$ cat src/rtl/next_pc_if.sv
// next_pc_if: request/response bundle between the fetch control and
// next_pc_unit.
//   master : drives pc and the stall/ret/call/branch requests with their targets;
//            receives next_pc, stack_depth, overflow and underflow.
//   slave  : the next_pc_unit side of the same signals.
interface next_pc_if #(
  parameter int ADDR_W = 11,
  parameter int DEPTH  = 8
);
  localparam int DW = $clog2(DEPTH + 1);

  logic [ADDR_W-1:0] pc;
  logic              stall;
  logic              branch_en;
  logic [ADDR_W-1:0] branch_target;
  logic              call_en;
  logic [ADDR_W-1:0] call_target;
  logic              ret_en;
  logic [ADDR_W-1:0] next_pc;
  logic [DW-1:0]     stack_depth;
  logic              overflow;
  logic              underflow;

  modport master (
    output pc, stall, branch_en, branch_target, call_en, call_target, ret_en,
    input  next_pc, stack_depth, overflow, underflow
  );

  modport slave (
    input  pc, stall, branch_en, branch_target, call_en, call_target, ret_en,
    output next_pc, stack_depth, overflow, underflow
  );
endinterface

$ cat src/rtl/next_pc_unit.sv
// next_pc_unit: picks the next fetch address and keeps a return-address
// stack for nested calls.
//   clock : rising-edge clock
//   reset : synchronous, active-high
//   bus   : next_pc_if slave (pc, stall, branch/call/return requests and
//           targets in; combinational next_pc, registered stack_depth and
//           sticky overflow/underflow out)
// Build option: define NEXT_PC_STACK_WRAP_EN for a circular stack. In that
// build a push onto a full stack overwrites the oldest entry. Without it, the
// stack saturates and the push is dropped.
module next_pc_unit #(
  parameter int ADDR_W = 11,
  parameter int DEPTH  = 8
) (
  input  logic      clock,
  input  logic      reset,
  next_pc_if.slave  bus
);
  localparam int PW = $clog2(DEPTH);
  localparam int DW = $clog2(DEPTH + 1);

  logic [ADDR_W-1:0] mem_q [DEPTH];
  logic [PW-1:0]     sp_q, sp_d;     // next free slot
  logic [DW-1:0]     depth_q, depth_d;
  logic              ovf_q, ovf_d;
  logic              unf_q, unf_d;

  logic [ADDR_W-1:0] seq;
  logic [ADDR_W-1:0] top;
  logic              full;
  logic              empty;
  logic              push_wr;

  assign seq   = bus.pc + ADDR_W'(1);
  assign top   = mem_q[sp_q - PW'(1)];
  assign full  = (depth_q == DW'(DEPTH));
  assign empty = (depth_q == '0);

  always_comb begin
    bus.next_pc = seq;
    sp_d        = sp_q;
    depth_d     = depth_q;
    ovf_d       = ovf_q;
    unf_d       = unf_q;
    push_wr     = 1'b0;
    if (reset) begin
      bus.next_pc = '0;
      sp_d        = '0;
      depth_d     = '0;
      ovf_d       = 1'b0;
      unf_d       = 1'b0;
    end else if (bus.stall) begin
      bus.next_pc = bus.pc;
    end else if (bus.ret_en) begin
      if (!empty) begin
        bus.next_pc = top;
        sp_d        = sp_q - PW'(1);
        depth_d     = depth_q - DW'(1);
      end else begin
        unf_d = 1'b1;
      end
    end else if (bus.call_en) begin
      bus.next_pc = bus.call_target;
      if (!full) begin
        push_wr = 1'b1;
        sp_d    = sp_q + PW'(1);
        depth_d = depth_q + DW'(1);
      end else begin
        ovf_d = 1'b1;
`ifdef NEXT_PC_STACK_WRAP_EN
        // When the stack is full, sp_q points at the oldest entry, so writing
        // there and advancing the pointer drops the oldest address.
        push_wr = 1'b1;
        sp_d    = sp_q + PW'(1);
`else
        push_wr = 1'b0;
`endif
      end
    end else if (bus.branch_en) begin
      bus.next_pc = bus.branch_target;
    end
  end

  always_ff @(posedge clock) begin
    sp_q    <= sp_d;
    depth_q <= depth_d;
    ovf_q   <= ovf_d;
    unf_q   <= unf_d;
  end

  // Entry storage is not reset. The contents of invalid slots do not matter.
  always_ff @(posedge clock) begin
    if (push_wr) mem_q[sp_q] <= seq;
  end

  assign bus.stack_depth = depth_q;
  assign bus.overflow    = ovf_q;
  assign bus.underflow   = unf_q;
endmodule

$ cat src/flat_wrapper.sv
// flat-port wrapper written by rule: the top's interface ports become plain ports
module next_pc_unit_flat 
#(
  parameter int ADDR_W = 11,
  parameter int DEPTH  = 8
)
  (clock, reset, bus_pc, bus_stall, bus_branch_en, bus_branch_target, bus_call_en, bus_call_target, bus_ret_en, bus_next_pc, bus_stack_depth, bus_overflow, bus_underflow);
  next_pc_if #(.ADDR_W(ADDR_W), .DEPTH(DEPTH)) bus_i ();
  input  logic clock;
  input  logic reset;
  input wire logic [$bits(bus_i.pc)-1:0] bus_pc;
  input wire logic [$bits(bus_i.stall)-1:0] bus_stall;
  input wire logic [$bits(bus_i.branch_en)-1:0] bus_branch_en;
  input wire logic [$bits(bus_i.branch_target)-1:0] bus_branch_target;
  input wire logic [$bits(bus_i.call_en)-1:0] bus_call_en;
  input wire logic [$bits(bus_i.call_target)-1:0] bus_call_target;
  input wire logic [$bits(bus_i.ret_en)-1:0] bus_ret_en;
  output wire logic [$bits(bus_i.next_pc)-1:0] bus_next_pc;
  output wire logic [$bits(bus_i.stack_depth)-1:0] bus_stack_depth;
  output wire logic [$bits(bus_i.overflow)-1:0] bus_overflow;
  output wire logic [$bits(bus_i.underflow)-1:0] bus_underflow;
  assign bus_i.pc = bus_pc;
  assign bus_i.stall = bus_stall;
  assign bus_i.branch_en = bus_branch_en;
  assign bus_i.branch_target = bus_branch_target;
  assign bus_i.call_en = bus_call_en;
  assign bus_i.call_target = bus_call_target;
  assign bus_i.ret_en = bus_ret_en;
  assign bus_next_pc = bus_i.next_pc;
  assign bus_stack_depth = bus_i.stack_depth;
  assign bus_overflow = bus_i.overflow;
  assign bus_underflow = bus_i.underflow;
  next_pc_unit #(.ADDR_W(ADDR_W), .DEPTH(DEPTH)) u_core (.clock(clock), .reset(reset), .bus(bus_i));
endmodule
$ cat config.mk
export PLATFORM = sky130hd
export DESIGN_NAME = next_pc_unit_flat
export DESIGN_NICKNAME = d
export VERILOG_FILES = /design/src/rtl/next_pc_if.sv /design/src/rtl/next_pc_unit.sv /design/src/flat_wrapper.sv
export SDC_FILE = /design/constraint.sdc
export NUM_CORES = 1
export LEC_CHECK = 0
export CORE_MARGIN = 10
export CORE_UTILIZATION = 56
export DETAILED_ROUTE_END_ITERATION = 10
export PLACE_DENSITY_LB_ADDON = 0.2
export SLEW_MARGIN = 40
export SYNTH_ARGS = -nofsm -noshare
export SYNTH_HDL_FRONTEND = slang
export SYNTH_SLANG_ARGS = --single-unit
$ cat constraint.sdc
create_clock -name clock -period 3.3 [get_ports clock]
set_input_delay 0.33 -clock clock [delete_from_list [all_inputs] [get_ports clock]]
set_output_delay 0.33 -clock clock [all_outputs]
set_load 0.01 [all_outputs]
Word level (Yosys, flattened, before mapping)
Memory sizes are Yosys's and may differ from the RTL's.
Index checks and enable logic that the tools add are counted.
- $add $sub $neg: 5
- multiplexer cells: 21
- equality and inequality tests: 3
- bitwise logic cells: 2
- reductions and logical operators: 5
- operators with widths (kind ; number):
    $mux 11 ; 6
    $mux 4 ; 4
    $mux 3 ; 4
    $add 11x1->11 const B ; 1
    $reduce_and 4->1 ; 2
    $mux 1 ; 7
    $add 4x1->4 const B ; 1
    $eq 4x4->1 const B ; 1
    $logic_not 4->1 ; 1
    $ne 2x2->1 const B ; 2
    $sub 4x1->4 const B ; 1
    $add 3x1->3 const B ; 1
    $reduce_and 3->1 ; 1
    $sub 3x1->3 const B ; 1
    $not 1->1 ; 2
    $reduce_bool 2->1 ; 1
- bits in writable memories: 88
- bits of input ports: 39
- output and inout port bits: 17
- memories: 1
- logic and storage cells: 41
- register bits: 9
- memory list (name ; depth ; width ; rd ports ; clocked after Yosys merged registers in ; write ports ; line ; RTL):
    u_core.mem_q ; 8 ; 11 ; 1 ; 0 ; 1 ; next_pc_unit.sv:22 ; logic [ADDR_W-1:0] mem_q [DEPTH];

Depth between registers and ports, before layout
Gate-level depths: netlist of run 1.
- depth in word-level cells: 8
- mapped depth: 10
- mapped depth without buffers: 6

Worst setup path before layout of run 1
OpenSTA, ideal clock, no wires.
- path kind: register to output
- start: register u_core.sp_q[0]
- end: output bus_next_pc[10]
- setup slack: 0.466 ns
- cell stages (with the launch flop): 10
- data required time: 2.970 ns
- arrival: 2.504 ns
- buffers on the path: 3
- path through: dfxtp_1 > buf_2 > clkbuf_1 > inv_1 > ha_1 > xnor2_2 > buf_2 > mux2i_1 > a41oi_1 > a311oi_1
- word-level cells in the longest chain between the ends: 6
- ends and longest elaborated chain (element ; line ; RTL):
    from (decl) ; next_pc_unit.sv:23 ; logic [PW-1:0] sp_q, sp_d;
    from (signal assigned) ; next_pc_unit.sv:85 ; sp_q <= sp_d;
    $sub 3x1->3 ; next_pc_unit.sv:35 ; assign top = mem_q[sp_q - PW'(1)];
    $mem_v2 8x11 ; - ;
    $mux 11 ; next_pc_unit.sv:55 ; if (!empty) begin
    $mux 11 ; next_pc_unit.sv:54 ; end else if (bus.ret_en) begin
    $mux 11 ; next_pc_unit.sv:52 ; end else if (bus.stall) begin
    $mux 11 ; next_pc_unit.sv:46 ; if (reset) begin
    to (decl) ; flat_wrapper.sv:18 ; output wire logic [$bits(bus_i.next_pc)-1:0] bus_next_pc;
No other way between the ends.

Final worst setup path of run 1
- start: input bus_ret_en
- end: output bus_next_pc[1]
- word-level cells in the longest chain between the ends: 3
- ends and longest elaborated chain (element ; line ; RTL):
    from (decl) ; flat_wrapper.sv:17 ; input wire logic [$bits(bus_i.ret_en)-1:0] bus_ret_en;
    $mux 11 ; next_pc_unit.sv:54 ;
    $mux 11 ; next_pc_unit.sv:52 ;
    $mux 11 ; next_pc_unit.sv:46 ;
No other way between the ends.

==> results of run 1 <==
-- power by group --
group          leakage [uW]  internal (uW)  switching (uW)  total [uW]
sequential         0.000865           1360            18.9        1380
combinational      0.000994            287             317         604
clock             0.0000942            297             457         754
-- through the flow --
stage          utilization  hold slack, ps  area, um^2  setup WS [ps]  total power [uW]
5_1_grt              0.699             513        5720           30.5              2840
6_report             0.699             484        5720            125              2740
3_5_place_dp         0.671             468        5490            194              2000
2_1_floorplan            -             505        4690            466              1780
4_1_cts              0.697             494        5700           50.0              2740
3_3_place_gp         0.671             453        5490            224              1980
-- layer usage --
| metal | wire length [um] | vias to the layer above | GRT usage |
|---|---|---|---|
| met2 | 5580 | 143 | 0.292 |
| met3 | 883 | 13 | 0.0419 |
| met1 | 5110 | 1599 | 0.251 |
| li1 | - | 1470 | - |
| met5 | 0 | - | 0 |
| met4 | 106 | 0 | 0.0420 |
-- what timing repair did --
item,4_1_cts,5_1_grt
hold buffers,0,0
resized for setup,4,4
setup buffers,0,0
endpoints found under the setup margin,6,3
-- cell families (layout without fill, tap and decap cells) --
| family | count (synthesis) | in the layout |
|---|---|---|
| XOR/XNOR | 11 | 11 |
| AO/OA/AOI/OAI | 55 | 55 |
| multiplexers | 40 | 40 |
| flip-flops | 97 | 97 |
| AND/OR/NAND/NOR | 86 | 86 |
| buffers and inverters | 42 | 122 |
| adder cells (fa/ha/maj) | 6 | 6 |
-- sequential cells by signal, summed over array words and instances (netlist names) --
signal                  cells
u_core.bus.stack_depth      4
u_core.sp_q                 3
u_core.mem_q               88
u_core.bus.overflow         1
u_core.bus.underflow        1
-- cell type report --
type,count,area (um^2)
multi-input combinational,198,1680
timing repair buffer,85,802
inverter,21,78.8
clock inverter,7,73.8
tap,105,131
clock buffer,9,124
sequential,97,2820
fill,584,2460
-- layout by cell type, fill, tap and decap left out, types with 4 or more instances in the layout --
master | Yosys | final
edfxtp_1 | 88 | 88
clkdlybuf4s50_1 | 0 | 54
buf_4 | 5 | 27
mux2i_1 | 25 | 25
nand3_1 | 22 | 22
inv_1 | 21 | 21
a21oi_1 | 16 | 16
mux4_2 | 12 | 12
nor3b_1 | 10 | 10
nand2_1 | 9 | 9
clkbuf_8 | 0 | 9
o221ai_1 | 8 | 8
dfxtp_1 | 9 | 8
o21ai_0 | 7 | 7
xnor2_1 | 6 | 6
or3_1 | 6 | 6
nor3_1 | 6 | 6
a221oi_1 | 5 | 5
nor2_1 | 5 | 5
nand3b_1 | 4 | 4
ha_1 | 5 | 4
-- tightest hold or removal path: cells and delay by family, from the launching register on --
family	cells	cell delay, ps
DFF	1	350
AOI/OAI and AO/OA	1	40
and+or+nand+nor	1	70
-- worst max-delay path by stage --
| stage | start | endpoint | slack, ps | depth (start not counted) |
|---|---|---|---|---|
| 2_1_floorplan | u_core.sp_q[0] | bus_next_pc[10] | 470 | 9 |
| 4_1_cts | u_core.sp_q[1] | bus_next_pc[10] | 50 | 8 |
| 5_1_grt | u_core.sp_q[1] | bus_next_pc[4] | 30 | 7 |
| 6_report | bus_ret_en | bus_next_pc[1] | 120 | 6 |
| 3_3_place_gp | bus_ret_en | bus_next_pc[1] | 220 | 6 |
| 3_5_place_dp | bus_pc[3] | bus_next_pc[10] | 190 | 6 |
==> impl_metrics.json, run 1 <==
{
  "run_status": "completed",
  "reg2regPathDepth": 4,
  "synth_compound_area_frac": 0.0827,
  "r2r_slack_ps": 1370,
  "critPathMaxFanout": 13,
  "seq_area_frac_synth": 0.602,
  "dr_total_vias": 3225,
  "syn2layout_area_growth_pct": 21.9,
  "p_leak_uw": 0.00195,
  "yosys.area_share.simple": 0.115,
  "hold_depth": 2,
  "cp_common_cell": "clkdlybuf4s50_1",
  "finalNonFillerCells": 522,
  "drt_wl_total_mm": 11.7,
  "vdd_drop_max_uv": 299,
  "tightest_slew_ps": 603,
  "cts_buffers": 9,
  "num_rows": 33,
  "reg2reg_to": "u_core.mem_q[4][2]",
  "finalMaxSlewViolations": 0,
  "cellPowerDensity_nw_per_um2": 479,
  "report.final.setup_viol": 0,
  "synth_top_family_by_area": "multiplexers",
  "yosysMostFrequentCell": "edfxtp_1",
  "post-place-cells": 506,
  "ys_top_cells_by_count": "edfxtp_1 (88), mux2i_1 (25), nand3_1 (22)",
  "hpwl_mm": 8.35,
  "synth_edf_count": 88,
  "drc": 0,
  "syn_avg_cell_area_um2": 13.9,
  "cts_buffer_depth": 2,
  "ys.flop_type": "edfxtp_1",
  "synth_xor_area_frac": 0.0222,
  "hold_path_startpoint": "u_core.bus.underflow",
  "worstPathCellList": "clkdlybuf4s50_1, or4_1, o21ai_1, a21boi_0, o22ai_1, clkdlybuf4s50_1",
  "holdPathEnd": "u_core.bus.underflow",
  "cp_data_required_time_ps": 2970,
  "crit_buf_inv": 2,
  "ys_warn_count": 0,
  "max_cap_violations": 0,
  "netlist_area_um2": 4690,
  "cp_slowest_cell": "clkdlybuf4s50_1",
  "syn_inst": 337,
  "finalHoldViolations": 0,
  "globalRoute.totalOverflow": 0,
  "fin_setup_tns_ps": 0,
  "cts_tree": "built",
  "gp_congestion": 0.885,
  "synthArstFlopShare": 0,
  "ioPinCount": 56,
  "rsz0062_at_grt": "false",
  "ant_nets": 0,
  "port_buffers": 55,
  "synthDistinctLibCells": 57,
  "num_antenna_cells": 0,
  "grt_pass1_vias": 3196,
  "clk_pin_slew_ps": 100,
  "layout.nets": 457,
  "clk_latency_ps": 360,
  "synth.ff_latch_count": 97,
  "crit_family": "buffers and inverters",
  "maxSlewHeadroom": 0.597,
  "hp-class": "flip-flop to flip-flop",
  "fin_skew_ps": 9.68,
  "via_per_inst": 6.18,
  "fp.dieW_um": 111,
  "synth_area_leaders": "edfxtp_1 (56%), mux4_2 (5.8%), mux2i_1 (5.3%)",
  "worstReg2RegStart": "u_core.sp_q[0]",
  "antenna_found_initial": 0,
  "grt_pass1_wl_mm": 18.2,
  "arrival_ps": 2850,
  "grtUsageTotal": 0.184,
  "synth_fa_ha_area_frac": 0.0176,
  "period_needed_ps": 3180,
  "yosysTopAreaCellShare": 0.564,
  "syn_nets": 382,
  "drive_above_1_share": 0.177,
  "synthMuxAreaShare": 0.118,
  "cts-root-buf": "clkbuf_8",
  "start_util": 0.573,
  "crit_type": "primary input to output port",
  "cts_max_level": 3,
  "wire_per_inst_um": 22.4,
  "crit_path_end_kind": "output port",
  "yosys.area.top_type": "edfxtp_1",
  "finalCritPeriodShare": 0.962,
  "first_iter_violations": 252,
  "fmax_mhz": 315,
  "clock_sinks": 97,
  "grt_max_degree": 40,
  "core_um2": 8180,
  "max_stage_delay_ps": 640,
  "die_y_um": 111,
  "cp-start-kind": "primary input",
  "die_area_um2": 12400,
  "drtPass1Iterations": 5
}
(Power assumes the default switching activity.)
==> run 2, diff against run 1 <==
CORE_UTILIZATION = 50   (was 56)
RECOVER_POWER = 100   (was default)
clock period = 2.6 ns   (was 3.3 ns; I/O delays follow)
==> run 2 against run 1 <==
- register-to-register slack worse by 980 ps
- worst hold slack worse by 1.7 ps
- non-clock buffer count up 57
- via count up 7.2%
- combinational power up 57%
- final area up 8.4%
==> impl_metrics.json, run 2 (synthesized netlist as in run 1, its figures left out) <==
{
  "port_buffers": 55,
  "top_register": "u_core.mem_q",
  "worstPathCellList": "inv_2, ha_4, xnor2_4, buf_12, buf_4, mux2i_2, a41oi_2, a311oi_2, buf_2",
  "max_cap_violations": 0,
  "ioPinCount": 56,
  "fin_ws_ps": 38.1,
  "seqPwrFrac": 0.452,
  "clk_latency_ps": 370,
  "p_sw_frac": 0.259,
  "grt_max_degree": 40,
  "max_stage_delay_ps": 350,
  "grtUsageTotal": 0.192,
  "cts_max_level": 3,
  "cp_data_required_time_ps": 2340,
  "syn2layout_area_growth_pct": 32.2,
  "ant_nets": 0,
  "fmax_mhz": 390,
  "p_total_uw": 3860,
  "start_util": 0.510,
  "cts_tree": "built",
  "drive_above_1_share": 0.271,
  "run_status": "completed",
  "fin_util": 0.674,
  "first_iter_violations": 293,
  "arrival_ps": 2300,
  "drt_wl_total_mm": 12.7,
  "antenna_found_initial": 0,
  "maxSlewHeadroom": 0.462,
  "place_area_um2": 5900,
  "pre_cts_ws_ps": -242,
  "layout_commonest_cell": "edfxtp_1",
  "finalCritPeriodShare": 0.985,
  "clk_pin_slew_ps": 100,
  "grt_pass1_wl_mm": 19.6,
  "cts_buffer_depth": 2,
  "largest_reg_flops": 88,
  "hpwl_mm": 8.86,
  "fp.dieW_um": 117,
  "fin_skew_ps": 18.3,
  "tightest_slew_ps": 805,
  "ctsHoldBuffers": 0,
  "grt_pass1_vias": 3536,
  "die_y_um": 117,
  "report.final.setup_viol": 0,
  "via_per_inst": 5.92,
  "crit_type": "flip-flop to output port",
  "cp_slowest_cell": "dfxtp_2",
  "final_area_um2": 6200,
  "vdd_drop_max_uv": 327,
  "cellPowerDensity_nw_per_um2": 623,
  "die_area_um2": 13600,
  "fin_setup_tns_ps": 0,
  "p_sw_uw": 1000,
  "layout.nets": 514,
  "finalHoldViolations": 0,
  "finalMaxSlewViolations": 0,
  "p_int_uw": 2860,
  "dr_total_vias": 3456,
  "final_cell_mix": "edfxtp_1 (88), buf_4 (51), clkdlybuf4s50_1 (37)",
  "drc": 0,
  "crit_family": "buffers and inverters",
  "clock_power_share": 0.301,
  "clock_sinks": 97,
  "drtPass1Iterations": 5,
  "cts-root-buf": "clkbuf_8",
  "globalRoute.totalOverflow": 0,
  "period_needed_ps": 2560,
  "p_leak_uw": 0.00224,
  "num_antenna_cells": 0,
  "crit_buf_inv": 4,
  "cp-start-kind": "flip-flop",
  "crit_path_end_kind": "output port",
  "hp-class": "flip-flop to flip-flop",
  "combPwrFrac": 0.246,
  "gp_congestion": 0.846,
  "num_rows": 35,
  "core_um2": 9200,
  "critPathMaxFanout": 8,
  "cts_buffers": 9,
  "wire_per_inst_um": 21.8,
  "rsz0062_at_grt": "true"
}
## run 2: cell types whose count changed in the layout (fill, tap and decap cells not counted), sizes merged, moves of 2 or more
cell / delta
dlygate4sd2: +6
clkdlybuf4s15: +2
clkdlybuf4s50: -17
buf: +30
clkbuf: +30
inv: -2
dlygate4sd3: +7
bufinv: +3
## run 2: stage by stage
step           std cells  hold WS, ps
5_1_grt              584          525
3_3_place_gp         559          452
6_report             584          482
2_1_floorplan        337          462
3_5_place_dp         559          459
4_1_cts              577          485
## run 2: layer usage
metal / track usage / routed length [um]
met1: 0.243 / 5060
met2: 0.320 / 6230
met3: 0.0377 / 1060
met4: 0.0700 / 378
met5: 0 / 0
## run 2: tightest hold or removal path, delay by kind of cell (launching register included)
family	cells	cell delay [ps]
compound gates	1	40
flops	1	340
simple gates	1	70
## run 2: cell type report
cell class                 instances  area [um^2]
fill                             683         3000
clock buffer                       9          124
multi-input combinational        198         1730
sequential                        97         2830
inverter                          21         78.8
clock inverter                     6          115
tap                              111          139
timing repair buffer             142         1190
## run 2: power groups by stage
stage          combinational (uW)  clock [uW]  sequential (uW)
2_1_floorplan                 484           0             1780
3_3_place_gp                  868           0             1780
3_5_place_dp                  877           0             1780
4_1_cts                       908        1170             1740
5_1_grt                      1020        1240             1750
6_report                      951        1160             1740
## run 2: final timing paths
check / startpoint / to / slack (ps) / cells past startpoint
max reg2reg: u_core.bus.stack_depth[0] / u_core.sp_q[1] / 390 / 6
min reg2reg: u_core.bus.overflow / u_core.bus.overflow / 480 / 2
min: u_core.bus.overflow / u_core.bus.overflow / 480 / 2
max: u_core.sp_q[0] / bus_next_pc[9] / 40 / 9
## run 2: what timing repair did
action	CTS	global route
setup buffers	3	7
pin swaps	2	5
endpoints found under the setup margin	11	11
gates resized for setup	23	19
==> run 3, diff against run 2 <==
--- a/config.mk
+++ b/config.mk
@@ -8,4 +8,6 @@
 export CORE_MARGIN = 10
-export CORE_UTILIZATION = 50
+export CORE_UTILIZATION = 57
 export DETAILED_ROUTE_END_ITERATION = 10
+export DONT_BUFFER_PORTS = 1
+export GPL_ROUTABILITY_DRIVEN = 0
 export PLACE_DENSITY_LB_ADDON = 0.2
==> constraint.sdc (replaced) <==
create_clock -name clock -period 2.6 [get_ports clock]
set_input_delay 0.52 -clock clock [delete_from_list [all_inputs] [get_ports clock]]
set_output_delay 0.52 -clock clock [all_outputs]
set_load 0.01 [all_outputs]
==> run 3 against run 2 <==
- the flow now finishes with violations (setup timing)
- largest cell class unchanged
- critical path depth fell by 1
- worst hold slack got worse by 270 ps
- die area fell by 10%
- critical path type unchanged
- largest power group unchanged
- sequential share of layout area rose by 5.7 points
- core utilization rose by 0.73 points
- register-to-register slack got worse by 20 ps
==> impl_metrics.json, run 3 (synthesized netlist as in run 1, its figures left out) <==
{
  "pre_cts_ws_ps": 110,
  "drtPass1Iterations": 7,
  "cp_data_required_time_ps": 2080,
  "cts_buffer_depth": 2,
  "fp.dieW_um": 111,
  "num_rows": 33,
  "rsz0062_at_grt": "true",
  "port_buffers": 0,
  "worstPathCellList": "inv_6, ha_4, buf_6, buf_6, mux2i_1, nand3_1, nand3_1, o22ai_2",
  "grtUsageTotal": 0.187,
  "grt_pass1_vias": 3163,
  "dr_total_vias": 3140,
  "p_leak_uw": 0.00188,
  "grt_pass1_wl_mm": 18.1,
  "die_y_um": 111,
  "post-place-cells": 458,
  "cts_tree": "built",
  "cp_slowest_cell": "dfxtp_4",
  "place_area_um2": 5040,
  "cp-start-kind": "flip-flop",
  "period_needed_ps": 2620,
  "maxSlewHeadroom": 0.323,
  "final_cell_mix": "edfxtp_1 (88), buf_4 (40), mux2i_1 (23)",
  "die_area_um2": 12300,
  "run_status": "complete, but fails checks",
  "hpwl_mm": 7.81,
  "critPathMaxFanout": 9,
  "syn2layout_area_growth_pct": 17.6,
  "antenna_found_initial": 1,
  "ioPinCount": 56,
  "fin_ws_ps": -17.2,
  "core_um2": 8090,
  "cts_buffers": 9,
  "finalMaxSlewViolations": 0,
  "drt_wl_total_mm": 11.9,
  "finalCritPeriodShare": 1.01,
  "cellPowerDensity_nw_per_um2": 667,
  "finalHoldViolations": 0,
  "fmax_mhz": 382,
  "cts_max_level": 3,
  "report.final.setup_viol": 1,
  "first_iter_violations": 347,
  "start_util": 0.579,
  "drive_above_1_share": 0.288,
  "fin_util": 0.681,
  "via_per_inst": 6.43,
  "tightest_slew_ps": 1000,
  "vdd_drop_max_uv": 518,
  "cts-root-buf": "clkbuf_8",
  "max_cap_violations": 0,
  "crit_path_end_kind": "output port",
  "grt_max_degree": 40,
  "layout.nets": 422,
  "clk_latency_ps": 360,
  "globalRoute.totalOverflow": 0,
  "final_area_um2": 5510,
  "hp-class": "primary input to flip-flop",
  "clock_sinks": 97,
  "layout_commonest_cell": "edfxtp_1",
  "top_register": "u_core.mem_q",
  "finalNonFillerCells": 488,
  "largest_reg_flops": 88,
  "drc": 0,
  "violations": "setup timing",
  "ant_nets": 0,
  "crit_type": "flip-flop to output port",
  "crit_family": "flip-flops",
  "fin_skew_ps": 13.6,
  "crit_buf_inv": 3,
  "max_stage_delay_ps": 390,
  "wire_per_inst_um": 24.4,
  "arrival_ps": 2100,
  "clk_pin_slew_ps": 100
}
## run 3: repair_timing
| item | CTS | global route |
|---|---|---|
| gates resized for setup | 16 | 15 |
| hold buffers | 0 | 0 |
| setup buffers | 10 | 3 |
| endpoints found under the setup margin | 11 | 11 |
| pin swaps | 3 | 4 |
## run 3: stage by stage
stage	hold slack [ps]	total power [uW]	setup TNS [ps]
3_3_place_gp	531	2430	0
6_report	216	3680	-17.2
2_1_floorplan	505	2290	-545
4_1_cts	204	3620	0
3_5_place_dp	546	2450	0
5_1_grt	206	3790	-464
## run 3: where the power goes
part	total [uW]	internal (uW)	leakage, uW	switching [uW]
Combinational	849	413	0.000905	436
Sequential	1740	1730	0.000867	17.3
Clock	1080	548	0.000109	534
Total	3680	2690	0.00188	986
## run 3: path summary, 6_finish.rpt
path | start | to | cells past startpoint | slack (ps)
setup / recovery | u_core.sp_q[0] | bus_next_pc[2] | 8 | -20
setup reg to reg | u_core.bus.stack_depth[0] | u_core.mem_q[4][9] | 5 | 370
hold / removal | reset | u_core.bus.overflow | 1 | 220
hold reg to reg | u_core.bus.overflow | u_core.bus.overflow | 2 | 560
## run 3: cell type report
class	instances	area [um^2]
sequential	97	2830
fill	578	2580
multi-input combinational	198	1800
timing repair buffer	50	449
tap	105	131
clock buffer	10	128
clock inverter	6	90.1
inverter	21	83.8
antenna	1	2.50
## run 3: metal layers
layer  global-route usage  vias up  share of wire
met3               0.0471       13          0.076
li1                     -     1408              -
met2                0.305      134           0.49
met5                    0        -              0
met4               0.0538        0          0.015
met1                0.241     1585           0.42
